==> src/rtl/step_ctrl_pkg.sv <==
// Shared types for the debug-CPU execution controller.
// FSM states and run-mode encodings.
package step_ctrl_pkg;

  typedef enum logic [1:0] {
    IDLE,
    STEP,
    BURST,
    RUN
  } state_t;

  typedef logic [1:0] mode_t;

  localparam mode_t MODE_SINGLE = 2'b00;
  localparam mode_t MODE_BURST  = 2'b01;
  localparam mode_t MODE_RUNBP  = 2'b10;
  localparam mode_t MODE_FREE   = 2'b11;

endpackage

==> src/rtl/cpu_step_ctrl_debounce.sv <==
// Button synchroniser and debouncer for the step controller.
// Emits a one-cycle press pulse on each accepted rising level.
module btn_debounce #(
  parameter int DEBOUNCE_CYCLES = 16
) (
  input  logic clk,
  input  logic resetn,
  input  logic btn_raw,
  output logic level,
  output logic press_pulse
);

  localparam int CW = (DEBOUNCE_CYCLES > 2) ?
                      $clog2(DEBOUNCE_CYCLES) : 1;
  localparam logic [CW-1:0] LAST =
    CW'(DEBOUNCE_CYCLES - 1);

  logic          s1;
  logic          s2;
  logic [CW-1:0] cnt;

  // cnt counts consecutive samples that disagree with level
  always_ff @(posedge clk or negedge resetn) begin
    if (!resetn) begin
      s1          <= 1'b0;
      s2          <= 1'b0;
      level       <= 1'b0;
      press_pulse <= 1'b0;
      cnt         <= '0;
    end else begin
      s1          <= btn_raw;
      s2          <= s1;
      press_pulse <= 1'b0;
      if (s2 == level) begin
        cnt <= '0;
      end else if (cnt == LAST) begin
        level       <= s2;
        press_pulse <= s2;
        cnt         <= '0;
      end else begin
        cnt <= cnt + 1'b1;
      end
    end
  end

endmodule

==> src/rtl/cpu_step_ctrl.sv <==
// Debug-CPU execution controller: single/burst/run-to-bp/free-run.
// Optional RUN watchdog enabled by STEP_CTRL_WATCHDOG_EN.
module cpu_step_ctrl
  import step_ctrl_pkg::*;
#(
  parameter int DEBOUNCE_CYCLES = 16,
  parameter int PC_W            = 32,
  parameter int STEP_W          = 16,
  parameter int CNT_W           = 32,
  parameter int RUN_TIMEOUT     = 1000000
) (
  input  logic              clk,
  input  logic              resetn,
  input  logic              btn_step,
  input  logic [1:0]        mode,
  input  logic [STEP_W-1:0] burst_len,
  input  logic [PC_W-1:0]   bp_addr,
  input  logic              bp_valid,
  input  logic [PC_W-1:0]   cpu_pc,
  input  logic              halt_req,
  input  logic              clr_cnt,
  output logic              clk_en,
  output logic              running,
  output logic              bp_hit,
  output logic [CNT_W-1:0]  step_cnt,
  output logic              timeout
);

  state_t            state;
  state_t            state_nx;
  logic              btn_level;
  logic              press_pulse;
  logic              press;
  logic              bp_chk;
  logic              run_first;
  logic [STEP_W-1:0] rem;
  logic              clk_en_c;
  logic              bp_match;
  logic              abort;
  logic              wd_fire;
  logic              set_hit;

  btn_debounce #(
    .DEBOUNCE_CYCLES(DEBOUNCE_CYCLES)
  ) u_deb (
    .clk        (clk),
    .resetn     (resetn),
    .btn_raw    (btn_step),
    .level      (btn_level),
    .press_pulse(press_pulse)
  );

  assign press = press_pulse & btn_level;

  // first RUN cycle ignores a match so a run can leave the bp
  assign bp_match = bp_chk && bp_valid &&
                    (cpu_pc == bp_addr) && !run_first;

  assign abort = (state != IDLE) &&
                 (halt_req ||
                  (press && (state == BURST ||
                             state == RUN)));

  assign set_hit = (state == RUN) && bp_match &&
                   !wd_fire && !abort;

  always_comb begin
    state_nx = state;
    clk_en_c = 1'b0;
    unique case (state)
      IDLE: begin
        if (press) begin
          unique case (1'b1)
            (mode == MODE_SINGLE): state_nx = STEP;
            (mode == MODE_BURST):  state_nx = BURST;
            (mode == MODE_RUNBP):  state_nx = RUN;
            (mode == MODE_FREE):   state_nx = RUN;
            default:               state_nx = IDLE;
          endcase
        end
      end
      STEP: begin
        clk_en_c = 1'b1;
        state_nx = IDLE;
      end
      BURST: begin
        clk_en_c = 1'b1;
        if (rem == STEP_W'(1)) state_nx = IDLE;
      end
      RUN: begin
        if (wd_fire || bp_match) state_nx = IDLE;
        else clk_en_c = 1'b1;
      end
      default: state_nx = IDLE;
    endcase
    if (abort) begin
      clk_en_c = 1'b0;
      state_nx = IDLE;
    end
  end

  always_ff @(posedge clk or negedge resetn) begin
    if (!resetn) begin
      state     <= IDLE;
      bp_chk    <= 1'b0;
      run_first <= 1'b1;
      rem       <= '0;
      bp_hit    <= 1'b0;
      step_cnt  <= '0;
    end else begin
      state     <= state_nx;
      run_first <= (state != RUN);
      if (state == IDLE && press) begin
        bp_chk <= (mode == MODE_RUNBP);
        rem    <= (burst_len == '0) ?
                  STEP_W'(1) : burst_len;
      end else if (state == BURST && clk_en_c) begin
        rem <= rem - 1'b1;
      end
      if (press) bp_hit <= 1'b0;
      else if (set_hit) bp_hit <= 1'b1;
      if (clr_cnt) step_cnt <= '0;
      else if (clk_en_c) step_cnt <= step_cnt + 1'b1;
    end
  end

`ifdef STEP_CTRL_WATCHDOG_EN
  localparam int WD_W = $clog2(RUN_TIMEOUT + 1);

  logic [WD_W-1:0] wd_cnt;
  logic            set_to;
  logic            to_q;

  assign wd_fire = (state == RUN) &&
                   (wd_cnt == WD_W'(RUN_TIMEOUT));
  assign set_to  = wd_fire && !abort;
  assign timeout = to_q;

  always_ff @(posedge clk or negedge resetn) begin
    if (!resetn) begin
      wd_cnt <= '0;
      to_q   <= 1'b0;
    end else begin
      if (state != RUN) wd_cnt <= '0;
      else if (clk_en_c) wd_cnt <= wd_cnt + 1'b1;
      if (press) to_q <= 1'b0;
      else if (set_to) to_q <= 1'b1;
    end
  end
`else
  assign wd_fire = 1'b0;
  assign timeout = 1'b0;
`endif

  // reset forces the gate open so the CPU sees its own reset
  assign clk_en  = clk_en_c | ~resetn;
  assign running = (state != IDLE);

endmodule

==> config.mk <==
export PLATFORM = sky130hd
export DESIGN_NAME = cpu_step_ctrl
export DESIGN_NICKNAME = d
export VERILOG_FILES = /design/src/rtl/step_ctrl_pkg.sv /design/src/rtl/cpu_step_ctrl_debounce.sv /design/src/rtl/cpu_step_ctrl.sv
export SDC_FILE = /design/constraint.sdc
export NUM_CORES = 1
export LEC_CHECK = 0
export ABC_AREA = 0
export BUFFER_PORTS_ARGS = -buffer_cell sky130_fd_sc_hd__buf_4
export CAP_MARGIN = 20
export CORE_MARGIN = 4
export CORE_UTILIZATION = 52
export CTS_CLUSTER_DIAMETER = 120
export CTS_CLUSTER_SIZE = 20
export DETAILED_ROUTE_END_ITERATION = 16
export PLACE_DENSITY = 0.81
export SLEW_MARGIN = 20
export SYNTH_ARGS = -nofsm -noshare
export SYNTH_HDL_FRONTEND = slang
export SYNTH_HIERARCHICAL = 1
export SYNTH_SLANG_ARGS = --single-unit
==> constraint.sdc <==
create_clock -name clk -period 3.2 [get_ports clk]
set_input_delay 0.48 -clock clk [delete_from_list [all_inputs] [get_ports clk]]
set_output_delay 0.48 -clock clk [all_outputs]
set_load 0.1 [all_outputs]
==> flow_summary.json, run 1 <==
{
  "ctsResizeCount": 0,
  "place_congestion": 0.847,
  "synth_nets": 517,
  "cp-end-kind": "flop",
  "synth_seq_cells": 61,
  "synth_top_family_by_area": "simple AND/OR/NAND/NOR gates",
  "async_flop_share": 1.00,
  "cts_setup_buffers": 0,
  "syn_avg_cell_area_um2": 9.15,
  "crit_required_ps": 3460,
  "period_needed_ps": 2730,
  "n_antenna_cell": 0,
  "relSlewSlack": 0.473,
  "design.die.area_um2": 8850,
  "die_w_um": 94.1,
  "wl_um": 10500,
  "synth-simple-area-share": 0.252,
  "tightest_slew_ps": 790,
  "clockRootBuffer": "clkbuf_8",
  "yosysUniqueCellTypes": 55,
  "final_common_cell": "buf_4",
  "crit_path_top_delay_cell": "or4_1",
  "detail-route-antenna-nets": 0,
  "grt_max_degree": 62,
  "synth_top_cell_by_area": "dfrtp_1",
  "critPathLaunchType": "flop",
  "mostFrequentLayoutCells": "buf_4, dfrtp_1, xor2_1, nor2_1, nand2_1",
  "grt_pass1_wl_um": 17200,
  "layout-drive-gt1-share": 0.299,
  "synth_seq_area_share": 0.396,
  "rows": 31,
  "power_uw": 1680,
  "ys.flop_type": "dfrtp_1",
  "synth.area.top_cells": "dfrtp_1, xor2_1, o21ai_0, nor2_1, a21oi_1",
  "clockBufferDepth": 2,
  "rsz0062_at_grt": "no",
  "first_global_vias": 3583,
  "synthCells": 421,
  "power_density_nw_per_um2": 333,
  "overflow": 0,
  "yosysTopAreaCellShare": 0.390,
  "cts_tree": "yes",
  "hold_buffers": 0,
  "cpPeakStageDelay_ps": 420,
  "crit_type": "flop to flop",
  "drtIter0Drc": 149,
  "htree_levels": 3,
  "initial_utilization": 0.534,
  "finClkSkew_ps": 8.62,
  "crit_top_cell": "or4_1",
  "port_buffers": 122,
  "cp.arrival_ps": 2990,
  "syn2layout_area_growth_pct": 30.8,
  "setup_tns_ps": 0,
  "numCtsBuffers": 9,
  "ir_drop_v": 0.000228,
  "coreArea_um2": 7210,
  "drc": 0,
  "dp_hpwl_um": 7950,
  "num_vias": 3704,
  "vias_per_cell": 5.72,
  "antenna_found_initial": 0,
  "setup_violations": 0,
  "final_hold_viol_count": 0,
  "cp_max_fo": 10,
  "slew_viol_final": 0,
  "synth-xor-area-share": 0.102,
  "syn_area_um2": 3850,
  "outcome": "finished clean",
  "final_area_um2": 5040,
  "post_drt_wl_per_cell_um": 16.2,
  "p_leak_uw": 0.00224,
  "worstSkewPairLatency_ps": 340,
  "fmax_ghz": 0.366,
  "path_buf_inv": 2,
  "first_pass_iters": 4,
  "drv_cap": 0,
  "clk_pin_slew_ps": 60,
  "path_delay_family": "simple AND/OR/NAND/NOR gates",
  "io-pin-count": 124,
  "synth-edff-count": 0,
  "finalCritPeriodShare": 0.855,
  "synthMuxAreaShare": 0.0240,
  "synth_compound_area_frac": 0.165,
  "yosysWarnings": 6,
  "chipHeight_um": 94.1,
  "synth_fa_ha_area_frac": 0.0260,
  "min_path_type": "input pin to flop",
  "nets": 640,
  "clock_sinks": 61,
  "grt_util_all_layers": 0.244,
  "path_cells": "inv_1, ha_1, nor2_4, and3_4, inv_2, or4_1, a211o_1, or4_1, a31oi_1",
  "place_area_um2": 4860
}
-- worst paths after layout --
check	start	to	slack, ps	cells after the start
hold / removal	btn_step	u_deb/s1	250	1
hold reg to reg	u_deb/s1	u_deb/s2	360	0
setup / recovery	state[1]	rem[9]	470	9
max in group asynchronous	resetn	u_deb/s1	2330	2
setup reg to reg	state[1]	rem[9]	470	9
min in group asynchronous	resetn	rem[3]	320	2
-- per-layer routing --
metal | global-route usage | part of all wire | up-vias
li1 | - | - | 1813
met1 | 0.306 | 0.40 | 1727
met2 | 0.412 | 0.50 | 144
met3 | 0.0569 | 0.075 | 20
met4 | 0.0818 | 0.021 | 0
met5 | 0 | 0 | -
-- cells by family (layout without fill, tap and decap cells) --
logic type      after synthesis  in the layout
fa+ha+maj                     8              8
buf+inv                      31            158
xor+xnor                     45             45
simple gates                169            169
flops                        61             61
other cells                   1              1
mux                           8              8
compound gates               98             98
-- layout make-up --
type / instances / area [µm²]
tap: 99 / 124
sequential: 61 / 1530
multi-input combinational: 329 / 2200
inverter: 16 / 60.1
timing repair buffer: 127 / 953
fill: 584 / 2170
clock inverter: 1 / 5.00
clock buffer: 14 / 173
-- stage by stage --
stage	hold slack [ps]	cells	utilization	setup WS, ps
2_1_floorplan	184	421	-	189
3_3_place_gp	340	632	0.674	457
3_5_place_dp	345	632	0.674	360
4_1_cts	239	647	0.699	475
5_1_grt	238	647	0.699	284
6_report	254	647	0.699	466
-- synthesized netlist by cell type (all sizes together) (7+ instances only) --
library cell and instances:
clkbuf 10, nand4 10, mux2 7, nand2 31, inv 16, o31ai 11
xor2 38, or3 15, o21ai 25, or2 7, nor4 16, xnor2 7
dfrtp 60, or4 12, ha 8, a31oi 8, nor2 32, a21oi 23
nand3 14
-- state kept, by name, summed over array words and instances, names as in the netlist --
register and count:
step_cnt 32, rem 16, u_deb/cnt 4, state 2, bp_chk 1, bp_hit 1
run_first 1, u_deb/level 1, u_deb/press_pulse 1, u_deb/s1 1, u_deb/s2 1
-- power breakdown --
group	internal [µW]	total, µW	switching, µW
Clock	340	626	286
Sequential	784	797	12.7
Combinational	122	257	135
No activity file was read; power rests on OpenSTA's default activity.
==> run 2: changes to the inputs <==
--- a/config.mk
+++ b/config.mk
@@ -9,11 +9,11 @@
 export BUFFER_PORTS_ARGS = -buffer_cell sky130_fd_sc_hd__buf_4
 export CAP_MARGIN = 20
 export CORE_MARGIN = 4
-export CORE_UTILIZATION = 52
+export CORE_UTILIZATION = 47
 export CTS_CLUSTER_DIAMETER = 120
 export CTS_CLUSTER_SIZE = 20
 export DETAILED_ROUTE_END_ITERATION = 16
-export PLACE_DENSITY = 0.81
+export PLACE_DENSITY = 0.78
 export SLEW_MARGIN = 20
 export SYNTH_ARGS = -nofsm -noshare
 export SYNTH_HDL_FRONTEND = slang
==> constraint.sdc (replaced) <==
create_clock -name clk -period 2.34 [get_ports clk]
set_input_delay 0.351 -clock clk [delete_from_list [all_inputs] [get_ports clk]]
set_output_delay 0.351 -clock clk [all_outputs]
set_load 0.1 [all_outputs]
==> run 2 against run 1 <==
Compared with the run above:
- the run now ends with setup timing left
- setup slack worse by 550 ps
- sequential share of layout area is 2.4 points lower
- clock power is 40% higher
- total power is 42% higher
- core utilization is 2.2 points higher
==> flow_summary.json, run 2 (same netlist as run 1, synthesis figures left out) <==
{
  "combPwrFrac": 0.173,
  "n_antenna_cell": 0,
  "whs_ps": 122,
  "fmax_ghz": 0.412,
  "overflow": 0,
  "grt_max_degree": 37,
  "antenna_found_initial": 0,
  "top_regs": "step_cnt: 32 flops, rem: 16 flops, u_deb/cnt: 4 flops",
  "cp_max_fo": 5,
  "cp-end-kind": "flop",
  "clkPwrFrac": 0.368,
  "largest_register_ffs": 32,
  "largest-register": "step_cnt",
  "dp_hpwl_um": 8630,
  "design.die.area_um2": 9710,
  "period_needed_ps": 2420,
  "die_w_um": 98.6,
  "detail-route-antenna-nets": 0,
  "finClkSkew_ps": 8.49,
  "vias_per_cell": 5.83,
  "clk_pin_slew_ps": 70,
  "setup_slack_ps": -84.6,
  "reg2reg_slack_ps": -80,
  "post_drt_wl_per_cell_um": 17.2,
  "violations": "setup timing",
  "power.share.switching": 0.266,
  "rows": 32,
  "power_density_nw_per_um2": 421,
  "clockRootBuffer": "clkbuf_8",
  "crit_type": "flop to flop",
  "chipHeight_um": 98.6,
  "cts_tree": "yes",
  "numCtsBuffers": 9,
  "place_area_um2": 5210,
  "final_area_um2": 5650,
  "drtIter0Drc": 182,
  "final_hold_viol_count": 0,
  "htree_levels": 3,
  "critPathLaunchType": "flop",
  "io-pin-count": 124,
  "coreArea_um2": 7850,
  "nets": 679,
  "ir_drop_v": 0.000297,
  "worstSkewPairLatency_ps": 340,
  "cp.arrival_ps": 2640,
  "finalCritPeriodShare": 1.04,
  "grt_util_all_layers": 0.240,
  "slew_viol_final": 0,
  "final_core_util": 0.721,
  "cp-startpoint": "state[0]",
  "setup_violations": 7,
  "mostFrequentLayoutCells": "buf_4, xor2_1, dfrtp_1, nor2_1, nand2_1",
  "p_int_uw": 1750,
  "syn2layout_area_growth_pct": 46.7,
  "r2r-start": "state[0]",
  "placed_cells": 664,
  "rsz0062_at_grt": "yes",
  "clockBufferDepth": 2,
  "first_global_vias": 4015,
  "layout-drive-gt1-share": 0.427,
  "clock_sinks": 61,
  "port_buffers": 122,
  "num_vias": 4020,
  "grt_pass1_wl_um": 19200,
  "p_leak_uw": 0.00247,
  "seqPwrFrac": 0.458,
  "finalNonFillerCells": 690,
  "crit_required_ps": 2560,
  "drv_cap": 0,
  "wl_um": 11900,
  "min_from": "btn_step",
  "first_pass_iters": 5,
  "initial_utilization": 0.491,
  "netSwitchingPower_uw": 634,
  "place_congestion": 0.925,
  "drc": 0,
  "min_path_type": "input pin to flop",
  "outcome": "finished, violations left",
  "final_common_cell": "buf_4"
}
==> run 2: changes by cell type in the layout (fill, tap and decap cells not counted), moves of 7 or more <==
cell,change
dfrtp_1,-22
a21oi_1,-7
buf_4,+28
dfrtp_2,+14
a21oi_2,+7
dfrtp_4,+8
==> run 2: routing by layer <==
metal  track usage  wire [µm]  up-vias
met4        0.0809        230        0
met1         0.297       4810     1963
met3        0.0418        661       23
met2         0.423       6160      145
met5             0          0        -
li1              -          -     1889
==> run 2: stage by stage <==
stage | worst slack, ps | power (µW) | setup TNS [ps]
CTS | -40.3 | 2380 | -103
floorplan | -2.17 | 1280 | -2.17
global placement | -178 | 1480 | -1660
global route | -149 | 2480 | -1190
finish | -84.6 | 2380 | -156
detailed placement | -230 | 1490 | -3580
==> run 2: repair_timing <==
item / in CTS / in global routing
setup buffers: 6 / 3
cloned: 1 / 0
hold endpoints to repair: 12 / 0
hold buffers: 1 / 0
gates resized for setup: 23 / 16
pin swaps: 6 / 15
endpoints found under the setup margin: 9 / 26
==> run 2: worst paths after layout <==
path                           endpoint  cells after the start
max                        step_cnt[21]                      9
min                            u_deb/s1                      1
max reg2reg                step_cnt[21]                      9
min reg2reg                    u_deb/s2                      0
max in group asynchronous  step_cnt[10]                      3
min in group asynchronous        rem[9]                      2
==> run 2: layout make-up <==
cell class | instances | area [µm²]
multi-input cells | 330 | 2380
fillers | 589 | 2190
flip-flops and latches | 61 | 1580
repair buffers | 165 | 1330
clock buffers | 15 | 176
well taps | 102 | 128
inverters | 16 | 60.1
clock inverters | 1 | 5.00
==> run 2: power by group through the flow <==
stage / sequential, µW / combinational, µW / clock [µW]
finish: 1090 / 413 / 878
global route: 1090 / 447 / 942
CTS: 1090 / 407 / 888
detailed placement: 1110 / 385 / 0
global placement: 1110 / 373 / 0
floorplan: 1100 / 172 / 0
==> run 2: critical path, stage by stage, from the launching register on <==
cell,delay (ps)
dfrtp_1,400
buf_6,130
ha_4,160
o211ai_1,230
a32o_2,230
o21ai_4,80
buf_12,140
buf_12,120
or4b_4,510
mux2_4,310
==> run 3: changes to the inputs <==
--- a/config.mk
+++ b/config.mk
@@ -5,15 +5,15 @@
 export SDC_FILE = /design/constraint.sdc
 export NUM_CORES = 1
 export LEC_CHECK = 0
-export ABC_AREA = 0
+export ABC_AREA = 1
 export BUFFER_PORTS_ARGS = -buffer_cell sky130_fd_sc_hd__buf_4
 export CAP_MARGIN = 20
 export CORE_MARGIN = 4
-export CORE_UTILIZATION = 47
+export CORE_UTILIZATION = 48
 export CTS_CLUSTER_DIAMETER = 120
 export CTS_CLUSTER_SIZE = 20
 export DETAILED_ROUTE_END_ITERATION = 16
-export PLACE_DENSITY = 0.78
+export PLACE_DENSITY = 0.77
 export SLEW_MARGIN = 20
 export SYNTH_ARGS = -nofsm -noshare
 export SYNTH_HDL_FRONTEND = slang
==> run 3 against run 2 <==
Compared with the run above:
- the flow now finishes without violations
- design area is 0.95% higher
- clock skew is 3.5 ps lower
- routed wire length is 2.5% higher
- first-iteration DRC count is 1.6% higher
- setup slack better by 210 ps
- final cell count is 25% higher
- non-clock buffer count is 37 lower
- via count is 11% higher
- largest power group unchanged
==> flow_summary.json, run 3 <==
{
  "nets": 840,
  "crit_required_ps": 1990,
  "final_hold_viol_count": 0,
  "clockRootBuffer": "clkbuf_8",
  "fmax_ghz": 0.452,
  "synth_commonest_cells": "nand2_1, nand3_1, nor2_1, dfrtp_1, inv_1",
  "whs_ps": 101,
  "drv_cap": 0,
  "clock_sinks": 61,
  "cts_tree": "yes",
  "chipHeight_um": 105,
  "grt_max_degree": 62,
  "die_w_um": 105,
  "antenna_found_initial": 0,
  "ys.flop_type": "dfrtp_1",
  "crit_type": "flop to output port",
  "design.die.area_um2": 11000,
  "outcome": "finished clean",
  "coreArea_um2": 9200,
  "path_cells": "inv_1, ha_1, nor2_1, o21bai_1, nor2_2, nand2_4, nand2_2, buf_4",
  "vias_per_cell": 5.19,
  "yosysWarnings": 6,
  "synth.area.top_cells": "dfrtp_1, nand2_1, nand3_1, xnor2_1, xor2_1",
  "yosysMostFrequentCell": "nand2_1",
  "synth-edff-count": 0,
  "synth_nets": 721,
  "syn_area_um2": 4510,
  "overflow": 0,
  "power_uw": 3550,
  "hold_buffers": 0,
  "crit_path_top_delay_cell": "dfrtp_1",
  "slew_viol_final": 0,
  "power_density_nw_per_um2": 622,
  "cp-startpoint": "state[0]",
  "cp_max_fo": 4,
  "htree_levels": 3,
  "grt_pass1_wl_um": 20100,
  "first_global_vias": 4242,
  "place_congestion": 0.892,
  "yosysTopAreaCellShare": 0.333,
  "r2r-start": "state[0]",
  "min_path_type": "input pin to flop",
  "min_from": "btn_step",
  "n_antenna_cell": 0,
  "finalNonFillerCells": 860,
  "critPathLaunchType": "flop",
  "top_regs": "step_cnt: 32 flops, rem: 16 flops, u_deb/cnt: 4 flops",
  "setup_violations": 0,
  "clockBufferDepth": 2,
  "power.share.switching": 0.374,
  "layout-drive-gt1-share": 0.242,
  "combPwrFrac": 0.334,
  "yosysUniqueCellTypes": 39,
  "synthCells": 625,
  "grt_util_all_layers": 0.220,
  "mostFrequentLayoutCells": "nand2_1, buf_4, nand3_1, nor2_1, dfrtp_1",
  "cpPeakStageDelay_ps": 340,
  "seqPwrFrac": 0.385,
  "initial_utilization": 0.490,
  "cp.arrival_ps": 1860,
  "drtIter0Drc": 185,
  "cp-end-kind": "output port",
  "first_pass_iters": 7,
  "clkPwrFrac": 0.281,
  "ir_drop_v": 0.000287,
  "post-place-ws_ps": 314,
  "rows": 35,
  "largest_register_ffs": 32,
  "placed_cells": 843,
  "rsz0062_at_grt": "no",
  "p_int_uw": 2220,
  "p_leak_uw": 0.00279,
  "netSwitchingPower_uw": 1330,
  "relSlewSlack": 0.477,
  "wl_um": 12200,
  "port_buffers": 122,
  "largest-register": "step_cnt",
  "syn_avg_cell_area_um2": 7.21,
  "tightest_slew_ps": 785,
  "numCtsBuffers": 9,
  "worstSkewPairLatency_ps": 350,
  "syn2layout_area_growth_pct": 26.7,
  "finalCritPeriodShare": 0.946,
  "setup_slack_ps": 126,
  "synth_seq_area_share": 0.339,
  "async_flop_share": 1.00,
  "period_needed_ps": 2210,
  "synth_top_cell_by_area": "dfrtp_1",
  "detail-route-antenna-nets": 0,
  "finClkSkew_ps": 5.01,
  "clk_pin_slew_ps": 70,
  "drc": 0,
  "io-pin-count": 124,
  "post_drt_wl_per_cell_um": 14.1,
  "synth_seq_cells": 61,
  "n_fill_cell": 838,
  "setup_tns_ps": 0,
  "dp_hpwl_um": 9110,
  "num_vias": 4465,
  "final_common_cell": "nand2_1"
}
==> run 3: changes by cell type in the layout (fill, tap and decap cells not counted), sizes merged, moves of 12 or more <==
cell / change
a21oi: -19
buf: -36
inv: +35
nand2: +147
nand3: +64
nand3b: +23
nor2: +45
nor3: +12
or3: -15
or4: -12
xnor2: +22
==> run 3: cells by family after synthesis <==
kind of cell    share of synthesized area
other cells                      0.000832
compound gates                     0.0364
simple gates                        0.418
buf+inv                            0.0711
flops                               0.339
xor+xnor                            0.113
fa+ha+maj                          0.0222
==> run 3: per-layer routing <==
layer  part of all wire  GRT usage
met1               0.44      0.280
met2               0.49      0.374
met3              0.064     0.0500
met4              0.015     0.0600
met5                  0          0
==> run 3: worst paths after layout <==
path,endpoint,slack (ps),cells after the start
hold reg to reg,u_deb/s2,350,0
max in group asynchronous,step_cnt[1],1580,2
setup reg to reg,rem[2],400,10
min in group asynchronous,u_deb/s2,190,2
setup / recovery,clk_en,130,8
hold / removal,u_deb/s1,100,1
==> run 3: through the flow <==
step / utilization / area, µm²
after floorplan: - / 4510
after global placement: 0.597 / 5490
after detailed placement: 0.597 / 5490
after CTS: 0.620 / 5700
after global routing: 0.621 / 5710
final: 0.621 / 5710
==> run 3: area by class of cell <==
class,instances,area [µm²],area share
tap,111,139,0.0243
clock inverter,4,45.0,0.00789
multi-input combinational,493,2660,0.467
inverter,51,191,0.0335
clock buffer,12,165,0.0289
sequential,61,1530,0.268
timing repair buffer,128,973,0.171
==> run 3: what timing repair did <==
item                       CTS  global route
pin swaps                    0             1
setup endpoints to repair    1             1
resized for setup            1             0
setup buffers                0             1
==> run 3: power groups by stage <==
stage	combinational (µW)	clock [µW]	sequential (µW)
6_report	1190	997	1370
5_1_grt	1310	1060	1390
4_1_cts	1180	1010	1360
3_5_place_dp	1170	0	1380
3_3_place_gp	1130	0	1370
2_1_floorplan	853	0	1380
==> run 3: worst max-delay path, delay by kind of cell, from the launching register on <==
family	cells	cell delay, ps
fa+ha+maj	1	260
compound gates	1	100
flops	1	340
simple gates	4	430
buf+inv	2	370
